==> src/rtl/timer_field_writer.sv <==
// Periodic "HH:MM:SS[.F...F]" writer into the character RAM, with sequential fraction-digit
// extraction. Optional macro TIMER_LEADING_BLANK_EN blanks a leading zero in the hours tens digit.
`timescale 1ns/1ps

module timer_field_writer #(
    parameter int unsigned COLS          = 80,
    parameter int unsigned ADDR_W        = 13,
    parameter int unsigned ROW           = 0,
    parameter int unsigned COL           = 64,
    parameter int unsigned FRAC_DIGITS   = 5,
    parameter int unsigned FRAC_W        = 17,
    parameter int unsigned UPDATE_PERIOD = 800000
) (
    input  logic              clock50MHz,
    input  logic              resetn,
    input  logic              enable,
    input  logic              forceUpdate,
    input  logic [5:0]        hours,
    input  logic [5:0]        minutes,
    input  logic [5:0]        seconds,
    input  logic [FRAC_W-1:0] subSeconds,
    output logic              charRamWrEn,
    output logic [ADDR_W-1:0] charRamAddr,
    output logic [6:0]        charRamData,
    output logic              busy,
    output logic              frameDone
);

    localparam int unsigned LEN   = (FRAC_DIGITS == 0) ? 8 : 9 + FRAC_DIGITS;
    localparam int unsigned CNT_W = $clog2(UPDATE_PERIOD);
    localparam int unsigned FW1   = FRAC_W + 1;
    localparam logic [ADDR_W-1:0] BASE = ADDR_W'(ROW * COLS + COL);
    localparam logic [2:0] K_INIT = 3'((FRAC_DIGITS > 0) ? FRAC_DIGITS - 1 : 0);

    function automatic logic [FW1-1:0] pow10(input int unsigned n);
        case (n)
            0:       return FW1'(1);
            1:       return FW1'(10);
            2:       return FW1'(100);
            3:       return FW1'(1000);
            4:       return FW1'(10000);
            default: return FW1'(100000);
        endcase
    endfunction

    localparam logic [FW1-1:0]    FRAC_LIMIT = pow10(FRAC_DIGITS);
    localparam logic [FRAC_W-1:0] FRAC_MAX   = FRAC_W'(FRAC_LIMIT - FW1'(1));

    // Compare ladder instead of a divider; v is at most 63.
    function automatic logic [7:0] split10(input logic [5:0] v);
        logic [3:0] t;
        logic [5:0] r;
        if (v >= 6'd60) begin
            t = 4'd6; r = v - 6'd60;
        end else if (v >= 6'd50) begin
            t = 4'd5; r = v - 6'd50;
        end else if (v >= 6'd40) begin
            t = 4'd4; r = v - 6'd40;
        end else if (v >= 6'd30) begin
            t = 4'd3; r = v - 6'd30;
        end else if (v >= 6'd20) begin
            t = 4'd2; r = v - 6'd20;
        end else if (v >= 6'd10) begin
            t = 4'd1; r = v - 6'd10;
        end else begin
            t = 4'd0; r = v;
        end
        return {t, 4'(r)};
    endfunction

    function automatic logic [6:0] ascii(input logic [3:0] d);
        return 7'd48 + {3'b000, d};
    endfunction

    typedef enum logic [2:0] {StIdle, StSnap, StConv, StWrite, StDone} state_t;

    state_t            state_q, state_d;
    logic [CNT_W-1:0]  cnt_q, cnt_d;
    logic              pend_q, pend_d;
    logic [5:0]        hours_q, min_q, sec_q;
    logic [FRAC_W-1:0] rem_q, rem_sub;
    logic [2:0]        k_q;
    logic [3:0]        cur_q;
    logic [3:0]        frac_dig_q [8];
    logic [3:0]        idx_q, nxt_idx;
    logic [6:0]        nxt_char;
    logic [FW1-1:0]    p;
    logic              rem_ge, tick, trigger;
    logic [3:0]        h_t, h_o, m_t, m_o, s_t, s_o;
    logic              wr_q;
    logic [ADDR_W-1:0] addr_q;
    logic [6:0]        data_q;

    always_comb begin
        tick    = enable && (cnt_q == CNT_W'(UPDATE_PERIOD - 1));
        trigger = tick || forceUpdate;
        cnt_d   = (!enable || tick) ? '0 : cnt_q + 1'b1;

        p       = pow10(32'(k_q));
        rem_ge  = {1'b0, rem_q} >= p;
        rem_sub = rem_q - FRAC_W'(p);

        state_d = state_q;
        pend_d  = pend_q;
        unique case (state_q)
            StIdle:  if (trigger) state_d = StSnap;
            StSnap:  state_d = (FRAC_DIGITS == 0) ? StWrite : StConv;
            StConv:  if (!rem_ge && k_q == 3'd0) state_d = StWrite;
            StWrite: if (idx_q == 4'(LEN - 1)) state_d = StDone;
            StDone: begin
                if (pend_q || trigger) begin
                    state_d = StSnap;
                    pend_d  = 1'b0;
                end else begin
                    state_d = StIdle;
                end
            end
            default: state_d = StIdle;
        endcase
        if (trigger && (state_q inside {StSnap, StConv, StWrite})) pend_d = 1'b1;

        {h_t, h_o} = split10(hours_q);
        {m_t, m_o} = split10(min_q);
        {s_t, s_o} = split10(sec_q);

        nxt_idx  = (state_q == StWrite) ? idx_q + 4'd1 : 4'd0;
        nxt_char = 7'd0;
        case (nxt_idx)
            4'd0: begin
                nxt_char = ascii(h_t);
`ifdef TIMER_LEADING_BLANK_EN
                if (h_t == 4'd0) nxt_char = 7'd32;
`endif
            end
            4'd1: nxt_char = ascii(h_o);
            4'd2: nxt_char = 7'd58;
            4'd3: nxt_char = ascii(m_t);
            4'd4: nxt_char = ascii(m_o);
            4'd5: nxt_char = 7'd58;
            4'd6: nxt_char = ascii(s_t);
            4'd7: nxt_char = ascii(s_o);
            4'd8: nxt_char = 7'd46;
            // Fraction character 9+j holds the digit stored at k = FRAC_DIGITS-1-j.
            default: nxt_char = ascii(frac_dig_q[3'(4'(FRAC_DIGITS + 8) - nxt_idx)]);
        endcase
    end

    always_ff @(posedge clock50MHz) begin
        if (!resetn) begin
            state_q <= StIdle;
            cnt_q   <= '0;
            pend_q  <= 1'b0;
            hours_q <= '0;
            min_q   <= '0;
            sec_q   <= '0;
            rem_q   <= '0;
            k_q     <= '0;
            cur_q   <= '0;
            idx_q   <= '0;
            wr_q    <= 1'b0;
            addr_q  <= '0;
            data_q  <= '0;
            for (int i = 0; i < 8; i++) frac_dig_q[i] <= '0;
        end else begin
            state_q <= state_d;
            cnt_q   <= cnt_d;
            pend_q  <= pend_d;

            // Snapshot on the edge entering SNAP, so later input changes cannot tear the frame.
            if (state_d == StSnap) begin
                hours_q <= hours;
                min_q   <= (minutes > 6'd59) ? 6'd59 : minutes;
                sec_q   <= (seconds > 6'd59) ? 6'd59 : seconds;
                rem_q   <= ({1'b0, subSeconds} >= FRAC_LIMIT) ? FRAC_MAX : subSeconds;
                k_q     <= K_INIT;
                cur_q   <= '0;
            end

            if (state_q == StConv) begin
                if (rem_ge) begin
                    rem_q <= rem_sub;
                    cur_q <= cur_q + 4'd1;
                end else begin
                    frac_dig_q[k_q] <= cur_q;
                    cur_q           <= '0;
                    if (k_q != 3'd0) k_q <= k_q - 3'd1;
                end
            end

            if (state_d == StWrite) begin
                wr_q   <= 1'b1;
                idx_q  <= nxt_idx;
                addr_q <= BASE + ADDR_W'(nxt_idx);
                data_q <= nxt_char;
            end else begin
                wr_q <= 1'b0;
            end
        end
    end

    assign charRamWrEn = wr_q;
    assign charRamAddr = addr_q;
    assign charRamData = data_q;
    assign busy        = (state_q == StSnap) || (state_q == StConv) || (state_q == StWrite);
    assign frameDone   = (state_q == StDone);

endmodule

==> config.mk <==
export PLATFORM = sky130hd
export DESIGN_NAME = timer_field_writer
export DESIGN_NICKNAME = d
export VERILOG_FILES = /design/src/rtl/timer_field_writer.sv
export SDC_FILE = /design/constraint.sdc
export NUM_CORES = 1
export LEC_CHECK = 0
export BUFFER_PORTS_ARGS = -buffer_cell sky130_fd_sc_hd__buf_2
export CAP_MARGIN = 10
export CORE_MARGIN = 1.5
export CORE_UTILIZATION = 55
export DETAILED_ROUTE_END_ITERATION = 7
export PLACE_DENSITY = 0.77
export SLEW_MARGIN = 40
export SYNTH_ARGS = -nofsm -noshare
export SYNTH_HDL_FRONTEND = slang
export SYNTH_SLANG_ARGS = --single-unit
==> constraint.sdc <==
create_clock -name clock50MHz -period 3.9 [get_ports clock50MHz]
set_input_delay 0.195 -clock clock50MHz [delete_from_list [all_inputs] [get_ports clock50MHz]]
set_output_delay 0.195 -clock clock50MHz [all_outputs]
set_load 0.05 [all_outputs]
==> impl_metrics.env <==
export IMPL_grt_usage_pct=25.5
export IMPL_numPortBuffers=52
export IMPL_period_share_pct=94.8
export IMPL_status="complete, no violations"
export IMPL_diodes=0
export IMPL_drv_slew=0
export IMPL_ios=62
export IMPL_hold_violations=0
export IMPL_cpLargestDelayFamily="simple AND/OR/NAND/NOR gates"
export IMPL_powerDensity_mw_per_mm2=437
export IMPL_placed_area_sq_mm=0.00784
export IMPL_detail_route_antenna_nets=0
export IMPL_core_sq_mm=0.0132
export IMPL_async_flop_share_pct=0
export IMPL_clock_fmax_ghz=0.271
export IMPL_viasPerCell=6.01
export IMPL_synth_top_area_share_pct=20.7
export IMPL_final_nets=1002
export IMPL_cp_slowest_cell="a221o_1"
export IMPL_grt_max_degree=29
export IMPL_finalWeightedCongestion=0.908
export IMPL_min_delay_path_class="in2reg"
export IMPL_ys_seq_elements=109
export IMPL_worst_r2r_path_depth=14
export IMPL_crit_path_end_kind="flip-flop"
export IMPL_finalCriticalPeriod_ns=3.70
export IMPL_synth_commonest_cells="88 x nand2_1, 77 x dfxtp_1, 69 x nor2_1"
export IMPL_required_ns=3.96
export IMPL_path_cells="buf_4 -> ha_1 -> nor2b_1 -> a21oi_1 -> and3_2 -> inv_1 -> ha_1 -> and3b_1 -> and3_1 -> a221o_1 -> o22ai_4 -> nand3_2 -> nor3_4 -> nand2b_1"
export IMPL_layout_drive_gt1_share_pct=13.7
export IMPL_cp_common_cell="ha_1"
export IMPL_multi_input_area_sq_mm=0.00467
export IMPL_crit_fanout=6
export IMPL_tightest_slew_ns=0.762
export IMPL_yosysUniqueCellTypes=87
export IMPL_syn_inst=882
export IMPL_antenna_found_initial=0
export IMPL_crit_type="reg2reg"
export IMPL_fin_worst_skew_ns=0.00823
export IMPL_clkLatencyLatePin_ns=0.36
export IMPL_crit_arrival_ns=3.75
export IMPL_grt_pass1_wl_mm=29.7
export IMPL_ctsHoldBuffers=0
export IMPL_drc=0
export IMPL_rows=42
export IMPL_grt_overflow=0
export IMPL_cts_root_buf="clkbuf_16"
export IMPL_first_iter_violations=447
export IMPL_clockBufferDepth=2
export IMPL_combPwrFrac_pct=35.9
export IMPL_design_area_sq_mm=0.00821
export IMPL_crit_path_start_kind="flip-flop"
export IMPL_die_width_um=119
export IMPL_drv_cap=0
export IMPL_cts_sinks=109
export IMPL_p_switching_mw=1.35
export IMPL_die_h_um=119
export IMPL_cts_tree="done"
export IMPL_hpwl_mm=13.0
export IMPL_syn_area_per_cell_sq_um=8.45
export IMPL_area_growth_pct=10.1
export IMPL_p_int_mw=2.24
export IMPL_cts_clk_slew_worst_paths_ns=0.08
export IMPL_clkPwrFrac_pct=26.3
export IMPL_peakVddDrop_uv=262
export IMPL_final_cells=1099
export IMPL_max_stage_delay_ns=0.38
export IMPL_fill_cells=1177
export IMPL_htreeDepth=3
export IMPL_critical_path_depth=14
export IMPL_drtPass1Iterations=5
export IMPL_p_leak_nw=3.18
export IMPL_setup_viol=0
export IMPL_vias=6602
export IMPL_wire_per_inst_um=16.1
export IMPL_synth_flop_cell="dfxtp_1"
export IMPL_die_area_sq_mm=0.0143
export IMPL_synth_edf_count=32
export IMPL_synth_top_area_cell="dfxtp_1"
export IMPL_worstHoldPathCells=3
export IMPL_ys_seq_area_share_pct=33.6
export IMPL_routed_wl_mm=17.7
export IMPL_relSlewSlack_pct=48.9
export IMPL_start_util_pct=56.3
export IMPL_synth_most_common_cell="nand2_1"
export IMPL_power_switching_share_pct=37.5
export IMPL_dpl_cell_count=1081
export IMPL_critPathBufInv=2
export IMPL_ys_warn_count=0
export IMPL_pwr_share_seq_pct=37.8
export IMPL_synth_area_sq_mm=0.00746
export IMPL_ys_top_cells_by_area="dfxtp_1 21%, edfxtp_1 13%, ha_1 7.4%"
export IMPL_grt_pass1_vias=6262
export IMPL_hold_slack_ns=0.0674
export IMPL_seqCellArea_sq_mm=0.00250
export IMPL_cts_buffers=9
## power groups by stage
stage          Sequential (mW)  Clock [mW]  Combinational [mW]
5_1_grt                   1.37        1.00                1.42
3_5_place_dp              1.38           0                1.25
4_1_cts                   1.35       0.967                1.26
2_1_floorplan             1.36           0               0.984
6_report                  1.35       0.943                1.29
3_3_place_gp              1.38           0                1.23
## final cells by class
type / instances / area share [%]
clock buffer: 9 / 2.74
clock inverter: 7 / 0.899
inverter: 22 / 1.01
multi-input combinational: 701 / 56.9
sequential: 109 / 30.5
tap: 176 / 2.68
timing repair buffer: 75 / 5.27
## layout by cell type (no fill, tap or decap), types with 23 or more instances in the layout
master,n
nand2_1,88
dfxtp_1,77
nor2_1,68
a21oi_1,58
buf_2,52
ha_1,44
o21ai_0,41
and2_1,36
edfxtp_1,32
nand3_1,29
nor3_1,28
buf_4,23
## cell families (layout without fill, tap and decap cells)
group	Yosys count	count (layout)	synth area share, %
mux	12	12	1.71
xor+xnor	36	36	4.41
buf+inv	80	113	4.90
compound gates	237	237	22.1
simple gates	362	362	25.6
fa+ha+maj	45	45	7.65
flops	109	109	33.6
other cells	1	9	0.0503
## layer usage
metal  routed length, um  global-route usage, %  share of wire [%]
met5                   0                      0                  0
met4                 213                   7.07                1.2
met3                 800                   4.36                4.5
met2                8420                   43.5                 48
met1                8220                   33.5                 47
## state kept, by name, indices dropped and copies added (netlist names)
name	count
k_q	3
charRamAddr	1
state_q	3
frac_dig_q	32
charRamData	6
pend_q	1
min_q	6
hours_q	6
rem_q	17
cur_q	4
cnt_q	20
idx_q	3
charRamWrEn	1
sec_q	6
## timing repair
action | 4_1_cts | 5_1_grt
endpoints found under the setup margin | 0 | 74
gates resized for setup | 0 | 10
hold endpoints to repair | 0 | 0
buffers inserted | 0 | 2
## metrics by stage
| step | worst slack (ns) | TNS (ns) | utilization (%) | power, mW |
|---|---|---|---|---|
| floorplan | 0.168 | 0 | - | 2.34 |
| global placement | 0.217 | 0 | 59.2 | 2.61 |
| detailed placement | 0.0677 | 0 | 59.2 | 2.63 |
| CTS | 0.0131 | 0 | 61.5 | 3.58 |
| global route | -0.0303 | -0.110 | 62.0 | 3.79 |
| finish | 0.205 | 0 | 62.0 | 3.59 |
## worst register-to-register path: stages, from the launching register on
cell      delay, ns
dfxtp_1        0.33
buf_4          0.15
ha_1           0.22
nor2b_1        0.15
a21oi_1        0.18
and3_2         0.25
inv_1          0.07
ha_1           0.31
and3b_1        0.23
and3_1         0.19
a221o_1        0.38
o22ai_4        0.19
nand3_2        0.22
nor3_4         0.28
nand2b_1       0.25
## worst paths after layout
path                            slack, ns                to  startpoint
worst min-delay path                 0.07        hours_q[0]    hours[0]
worst max-delay path                 0.20  frac_dig_q[6][2]      k_q[0]
worst max register to register       0.20  frac_dig_q[6][2]      k_q[0]
worst min register to register       0.47          cnt_q[0]    cnt_q[0]
No activity file was read; power rests on OpenSTA's default activity.
